--- src/rtl/scr1_dmem_dma_if.sv ---
// SCR1 dmem-style bus bundle between an initiator (master) and a responder (slave).
interface scr1_dmem_dma_if #(
   parameter int AW = 32
);
   logic          req;
   logic          cmd;
   logic [1:0]    width;
   logic [AW-1:0] addr;
   logic [31:0]   wdata;
   logic          req_ack;
   logic [31:0]   rdata;
   logic [1:0]    resp;

   modport master (
      output req, cmd, width, addr, wdata,
      input  req_ack, rdata, resp
   );

   modport slave (
      input  req, cmd, width, addr, wdata,
      output req_ack, rdata, resp
   );
endinterface

--- src/rtl/scr1_dmem_dma.sv ---
// Single-channel word copy/fill engine mastering an SCR1 dmem-style bus.
// One transaction is outstanding at a time; copy does RD then WR per word,
// fill does WR only. A bus error aborts the transfer and is reported sticky.
module scr1_dmem_dma #(
   parameter int LEN_W = 16,
   parameter int AW    = 32
) (
   input  logic             clk,
   input  logic             rst_n,
   input  logic             cfg_start,
   input  logic             cfg_mode,
   input  logic [AW-1:0]    cfg_src_addr,
   input  logic [AW-1:0]    cfg_dst_addr,
   input  logic [LEN_W-1:0] cfg_len,
   input  logic [31:0]      cfg_pattern,
   output logic             busy,
   output logic             done,
   output logic             error,
   output logic [AW-1:0]    err_addr,
   scr1_dmem_dma_if.master  dmem
);

   typedef enum logic [2:0] {
      ST_IDLE,
      ST_RD_REQ,
      ST_RD_WAIT,
      ST_WR_REQ,
      ST_WR_WAIT,
      ST_FIN
   } state_t;

   state_t           state;
   state_t           state_nxt;
   logic             mode_r;
   logic [AW-1:0]    src_r;
   logic [AW-1:0]    dst_r;
   logic [LEN_W-1:0] cnt_r;
   logic [31:0]      data_r;
   logic [AW-1:0]    cur_addr;
   logic             start_acc;
   logic             resp_ok;
   logic             resp_er;
   logic             in_wait;

   assign start_acc = (state == ST_IDLE) && cfg_start;
   assign resp_ok   = (dmem.resp == 2'b01);
   // Both RDY_ER (10) and the undefined code 11 abort the transfer.
   assign resp_er   = dmem.resp[1];
   assign in_wait   = (state == ST_RD_WAIT) || (state == ST_WR_WAIT);

   assign dmem.width = 2'b10;

   // State register.
   always_ff @(posedge clk or negedge rst_n) begin
      if (!rst_n) begin
         state <= ST_IDLE;
      end else begin
         state <= state_nxt;
      end
   end

   // Next-state decode: request phases wait for ack, wait phases for a response.
   always_comb begin
      state_nxt = state;
      case (state)
         ST_IDLE: begin
            if (cfg_start) begin
               if (cfg_len == '0)  state_nxt = ST_FIN;
               else if (cfg_mode)  state_nxt = ST_WR_REQ;
               else                state_nxt = ST_RD_REQ;
            end
         end
         ST_RD_REQ: begin
            if (dmem.req_ack) state_nxt = ST_RD_WAIT;
         end
         ST_RD_WAIT: begin
            if (resp_er)      state_nxt = ST_FIN;
            else if (resp_ok) state_nxt = ST_WR_REQ;
         end
         ST_WR_REQ: begin
            if (dmem.req_ack) state_nxt = ST_WR_WAIT;
         end
         ST_WR_WAIT: begin
            if (resp_er) begin
               state_nxt = ST_FIN;
            end else if (resp_ok) begin
               if (cnt_r == LEN_W'(1)) state_nxt = ST_FIN;
               else if (mode_r)        state_nxt = ST_WR_REQ;
               else                    state_nxt = ST_RD_REQ;
            end
         end
         ST_FIN:  state_nxt = ST_IDLE;
         default: state_nxt = ST_IDLE;
      endcase
   end

   // Bus and status outputs decoded from the current state and registers.
   always_comb begin
      cur_addr   = '0;
      dmem.req   = 1'b0;
      dmem.cmd   = 1'b0;
      dmem.wdata = 32'h0;
      busy       = (state != ST_IDLE);
      done       = (state == ST_FIN);
      case (state)
         ST_RD_REQ, ST_RD_WAIT: begin
            cur_addr = src_r;
            dmem.req = (state == ST_RD_REQ);
         end
         ST_WR_REQ, ST_WR_WAIT: begin
            cur_addr   = dst_r;
            dmem.req   = (state == ST_WR_REQ);
            dmem.cmd   = 1'b1;
            dmem.wdata = data_r;
         end
         default: begin
            cur_addr = '0;
         end
      endcase
      dmem.addr = cur_addr;
   end

   // Transfer registers: latch config on start, advance pointers per completed
   // write, capture read data, record the failing address on an error.
   // In fill mode the data register simply holds the pattern for every write.
   always_ff @(posedge clk or negedge rst_n) begin
      if (!rst_n) begin
         mode_r   <= 1'b0;
         src_r    <= '0;
         dst_r    <= '0;
         cnt_r    <= '0;
         data_r   <= 32'h0;
         error    <= 1'b0;
         err_addr <= '0;
      end else begin
         if (start_acc) begin
            mode_r   <= cfg_mode;
            src_r    <= cfg_src_addr & ~AW'(3);
            dst_r    <= cfg_dst_addr & ~AW'(3);
            cnt_r    <= cfg_len;
            data_r   <= cfg_pattern;
            error    <= 1'b0;
            err_addr <= '0;
         end else if (in_wait && resp_er) begin
            error    <= 1'b1;
            err_addr <= cur_addr;
         end else if ((state == ST_RD_WAIT) && resp_ok) begin
            data_r <= dmem.rdata;
         end else if ((state == ST_WR_WAIT) && resp_ok) begin
            cnt_r <= cnt_r - LEN_W'(1);
            src_r <= src_r + AW'(4);
            dst_r <= dst_r + AW'(4);
         end
      end
   end

endmodule

--- src/flat_wrapper.sv ---
// flat-port wrapper written by rule: the top's interface ports become plain ports
module scr1_dmem_dma_flat 
#(
   parameter int LEN_W = 16,
   parameter int AW    = 32
)
  (clk, rst_n, cfg_start, cfg_mode, cfg_src_addr, cfg_dst_addr, cfg_len, cfg_pattern, busy, done, error, err_addr, dmem_req, dmem_cmd, dmem_width, dmem_addr, dmem_wdata, dmem_req_ack, dmem_rdata, dmem_resp);
  scr1_dmem_dma_if #(.AW(AW)) dmem_i ();
  input  logic clk;
  input  logic rst_n;
  input  logic cfg_start;
  input  logic cfg_mode;
  input  logic [AW-1:0] cfg_src_addr;
  input  logic [AW-1:0] cfg_dst_addr;
  input  logic [LEN_W-1:0] cfg_len;
  input  logic [31:0] cfg_pattern;
  output logic busy;
  output logic done;
  output logic error;
  output logic [AW-1:0] err_addr;
  output wire logic [$bits(dmem_i.req)-1:0] dmem_req;
  output wire logic [$bits(dmem_i.cmd)-1:0] dmem_cmd;
  output wire logic [$bits(dmem_i.width)-1:0] dmem_width;
  output wire logic [$bits(dmem_i.addr)-1:0] dmem_addr;
  output wire logic [$bits(dmem_i.wdata)-1:0] dmem_wdata;
  input wire logic [$bits(dmem_i.req_ack)-1:0] dmem_req_ack;
  input wire logic [$bits(dmem_i.rdata)-1:0] dmem_rdata;
  input wire logic [$bits(dmem_i.resp)-1:0] dmem_resp;
  assign dmem_req = dmem_i.req;
  assign dmem_cmd = dmem_i.cmd;
  assign dmem_width = dmem_i.width;
  assign dmem_addr = dmem_i.addr;
  assign dmem_wdata = dmem_i.wdata;
  assign dmem_i.req_ack = dmem_req_ack;
  assign dmem_i.rdata = dmem_rdata;
  assign dmem_i.resp = dmem_resp;
  scr1_dmem_dma #(.LEN_W(LEN_W), .AW(AW)) u_core (.clk(clk), .rst_n(rst_n), .cfg_start(cfg_start), .cfg_mode(cfg_mode), .cfg_src_addr(cfg_src_addr), .cfg_dst_addr(cfg_dst_addr), .cfg_len(cfg_len), .cfg_pattern(cfg_pattern), .busy(busy), .done(done), .error(error), .err_addr(err_addr), .dmem(dmem_i));
endmodule
--- config.mk ---
export PLATFORM = sky130hd
export DESIGN_NAME = scr1_dmem_dma_flat
export DESIGN_NICKNAME = d
export VERILOG_FILES = /design/src/rtl/scr1_dmem_dma_if.sv /design/src/rtl/scr1_dmem_dma.sv /design/src/flat_wrapper.sv
export SDC_FILE = /design/constraint.sdc
export NUM_CORES = 1
export LEC_CHECK = 0
export BUFFER_PORTS_ARGS = -buffer_cell sky130_fd_sc_hd__buf_2
export CAP_MARGIN = 30
export CORE_MARGIN = 1
export CORE_UTILIZATION = 53
export CTS_BUF_LIST = sky130_fd_sc_hd__clkbuf_4 sky130_fd_sc_hd__clkbuf_8
export DETAILED_ROUTE_END_ITERATION = 7
export PLACE_DENSITY = 0.83
export SYNTH_ARGS = -nofsm -noshare
export SYNTH_HDL_FRONTEND = slang
export SYNTH_SLANG_ARGS = --single-unit
--- constraint.sdc ---
create_clock -name clk -period 2.55 [get_ports clk]
set_input_delay 0.255 -clock clk [delete_from_list [all_inputs] [get_ports clk]]
set_output_delay 0.255 -clock clk [all_outputs]
set_load 0.02 [all_outputs]
==> flow_summary.toml <==
[run]
max_cap_viol_count = 0

[floorplan]
rows = 44
dieArea_um2 = 15600
boundaryPins = 254
fp.dieH_um = 125
fp.dieW_um = 125
initial_core_util = 0.547
core-area_um2 = 14600

[outcome]
failed_checks = "DRC"
outcome = "finished, violations left"

[power]
p_switching_mw = 5.53
combPwrFrac = 0.491
total_power_mw = 12.1
internal_power_mw = 6.60
pwr-share-clk = 0.149
power_density_nw_per_um2 = 1230
p_leak_nw = 4.53
p_sw_frac = 0.456
irDropWorstVdd_uv = 688
pwr-share-seq = 0.360

[route]
via_per_inst = 5.77
drt-total-wl_um = 22100
ant_nets = 0
vias = 7288
detail_route.wl_per_cell_um = 17.5
drt_first_pass_iters = 7
drt_iter0_markers = 581
drc = 30

[logic_synthesis]
syn_area_per_cell_um2 = 9.58
synth_cell_type_count = 62
ys_seq_area_frac = 0.450
postSynthCellCount = 836
synth_enable_flop_cells = 0
synth_area_um2 = 8010
synth-seq-cells = 144
yosys_most_used_dff = "dfrtp_1"
async_flop_share = 1.00
yosys_warnings = 0

[clock_network]
insertion_delay_ns = 0.45
clock_sinks = 144
cts_buffers = 17
cts_tree = "done"
htree_levels = 4
cts_buffer_depth = 2
post_cts_buffers = 0
path_clk_slew_ns = 0.08
cts_root_buf = "clkbuf_8"

[setup_path]
critPathKind = "reg -> out"
worstSetupStartpointType = "flip-flop"
slowest_stage = "dfrtp_1"
crit_buf_inv = 3
endpoint_kind = "primary output"
cp_data_required_time_ns = 2.30
critPathTopFamily = "buffers and inverters"
worstPathCellList = "buf_4, nor2_1, nand2_1, nand2_4, buf_12, a22o_1, buf_2"
cpPeakStageDelay_ns = 0.41
cp_data_arrival_time_ns = 2.21
crit_fanout = 32

[global_routing]
grt_overflow_total = 0
antenna_found_initial = 2
grt_pass1_wl_um = 35500
grt_start_max_net_pins = 65
grtUsageTotal = 0.291
grt_pass1_vias = 6923

[placed_design]
placed_area_um2 = 9370
portBuffers = 245
place.gp.congestion = 0.859
dp.cells = 1223
pre_cts_slack_ns = 0.329
hpwlAfterDp_um = 16100

[sta]
period_share = 0.967
drv_slew = 0
relSlewSlack = 0.370
hold_slack_ns = 0.0227
setup_ws_ns = 0.0837
worst_clock_skew_ns = 0.0104
setup_viol = 0
period_needed_ns = 2.47
timing.fmax_ghz = 0.405
worstMarginPinSlew_ns = 0.946
final_hold_viol_count = 0

[cells_and_area]
layout.nets = 1224
design_area_um2 = 9880
layout_commonest_cell = "buf_2"
num_antenna_cells = 0
layout_common_cells = "244 x buf_2, 144 x dfrtp_1, 119 x nand2_1, 69 x o21ai_0, 62 x a22o_1"
final_cells = 1264
layout-drive-gt1-share = 0.310
syn2layout_area_growth_pct = 23.4

[min_path]
hp-class = "in -> reg"
-- synthesized netlist by cell type, types with 12 or more instances --
cell	number	area share
nand3_1	20	0.013
dfrtp_1	144	0.45
o21ai_0	69	0.043
nor2_1	33	0.015
a22o_1	62	0.068
nor4_1	12	0.0094
xnor2_1	43	0.047
mux2i_1	33	0.041
clkbuf_1	30	0.014
nand2_1	120	0.056
nor3_1	26	0.016
inv_1	18	0.0084
and2_1	35	0.027
nand4_1	13	0.010
o21ai_1	16	0.010
buf_2	24	0.015
-- state kept, by name (all words and copies together) (netlist names) --
name and flops:
u_core.cnt_r 16, u_core.data_r 32, u_core.dst_r 30, u_core.err_addr 31, u_core.error 1, u_core.mode_r 1
u_core.src_r 30, u_core.state 3
-- worst reg2reg max path, stage by stage, from the launching register on --
cell     delay, ns
dfrtp_1       0.48
nor4b_4       0.49
buf_4         0.29
nand3_4       0.24
nor4_1        0.37
xnor2_1       0.16
o21ai_1       0.07
-- per-layer routing --
| layer | share of wire | GRT usage | vias up |
|---|---|---|---|
| met3 | 0.069 | 0.0743 | 36 |
| met5 | 0.0010 | 0 | - |
| met2 | 0.49 | 0.489 | 274 |
| met4 | 0.020 | 0.0990 | 4 |
| li1 | - | - | 3481 |
| met1 | 0.42 | 0.366 | 3493 |
-- through the flow --
step,setup TNS [ns],util
5_1_grt,-0.0161,0.675
4_1_cts,0,0.674
2_1_floorplan,0,-
3_5_place_dp,0,0.640
3_3_place_gp,0,0.640
6_report,0,0.675
-- worst paths after layout --
kind | start | to | slack, ns | depth (start not counted)
min | cfg_src_addr[12] | u_core.src_r[12] | 0.02 | 3
max in group asynchronous | rst_n | u_core.data_r[27] | 1.54 | 3
max | u_core.state[1] | dmem_addr[6] | 0.08 | 7
max reg2reg | u_core.state[0] | u_core.dst_r[31] | 0.33 | 6
min in group asynchronous | rst_n | u_core.err_addr[26] | 0.28 | 2
min reg2reg | u_core.data_r[31] | u_core.data_r[31] | 0.47 | 2
-- final cells by class --
cell class / instances / area, um^2
fillers: 1214 / 4760
multi-input cells: 610 / 4040
flip-flops and latches: 144 / 3600
repair buffers: 278 / 1550
clock buffers: 24 / 305
well taps: 184 / 230
clock inverters: 6 / 82.6
inverters: 18 / 67.6
-- repair_timing --
item | 4_1_cts | 5_1_grt
resized for setup | 1 | 2
hold endpoints to repair | 49 | 0
pin swaps | 0 | 0
hold buffers | 11 | 0
endpoints found under the setup margin | 3 | 17
-- power by group through the flow --
stage	clock [mW]	combinational, mW	sequential, mW
finish	1.81	5.95	4.37
global route	1.94	6.47	4.49
CTS	1.84	5.96	4.33
detailed placement	0	5.91	4.36
global placement	0	5.76	4.32
floorplan	0	4.13	4.18
-- cell families (layout without fill, tap and decap cells) --
kind of cell / after synthesis / after routing / share of synthesized area
mux: 33 / 33 / 0.0413
compound gates: 206 / 206 / 0.178
fa+ha+maj: 4 / 4 / 0.00625
simple gates: 319 / 319 / 0.226
buf+inv: 84 / 326 / 0.0492
xor+xnor: 44 / 44 / 0.0481
other cells: 2 / 4 / 0.000938
flops: 144 / 144 / 0.450
Note: power is estimated with default switching activity, not from simulation.
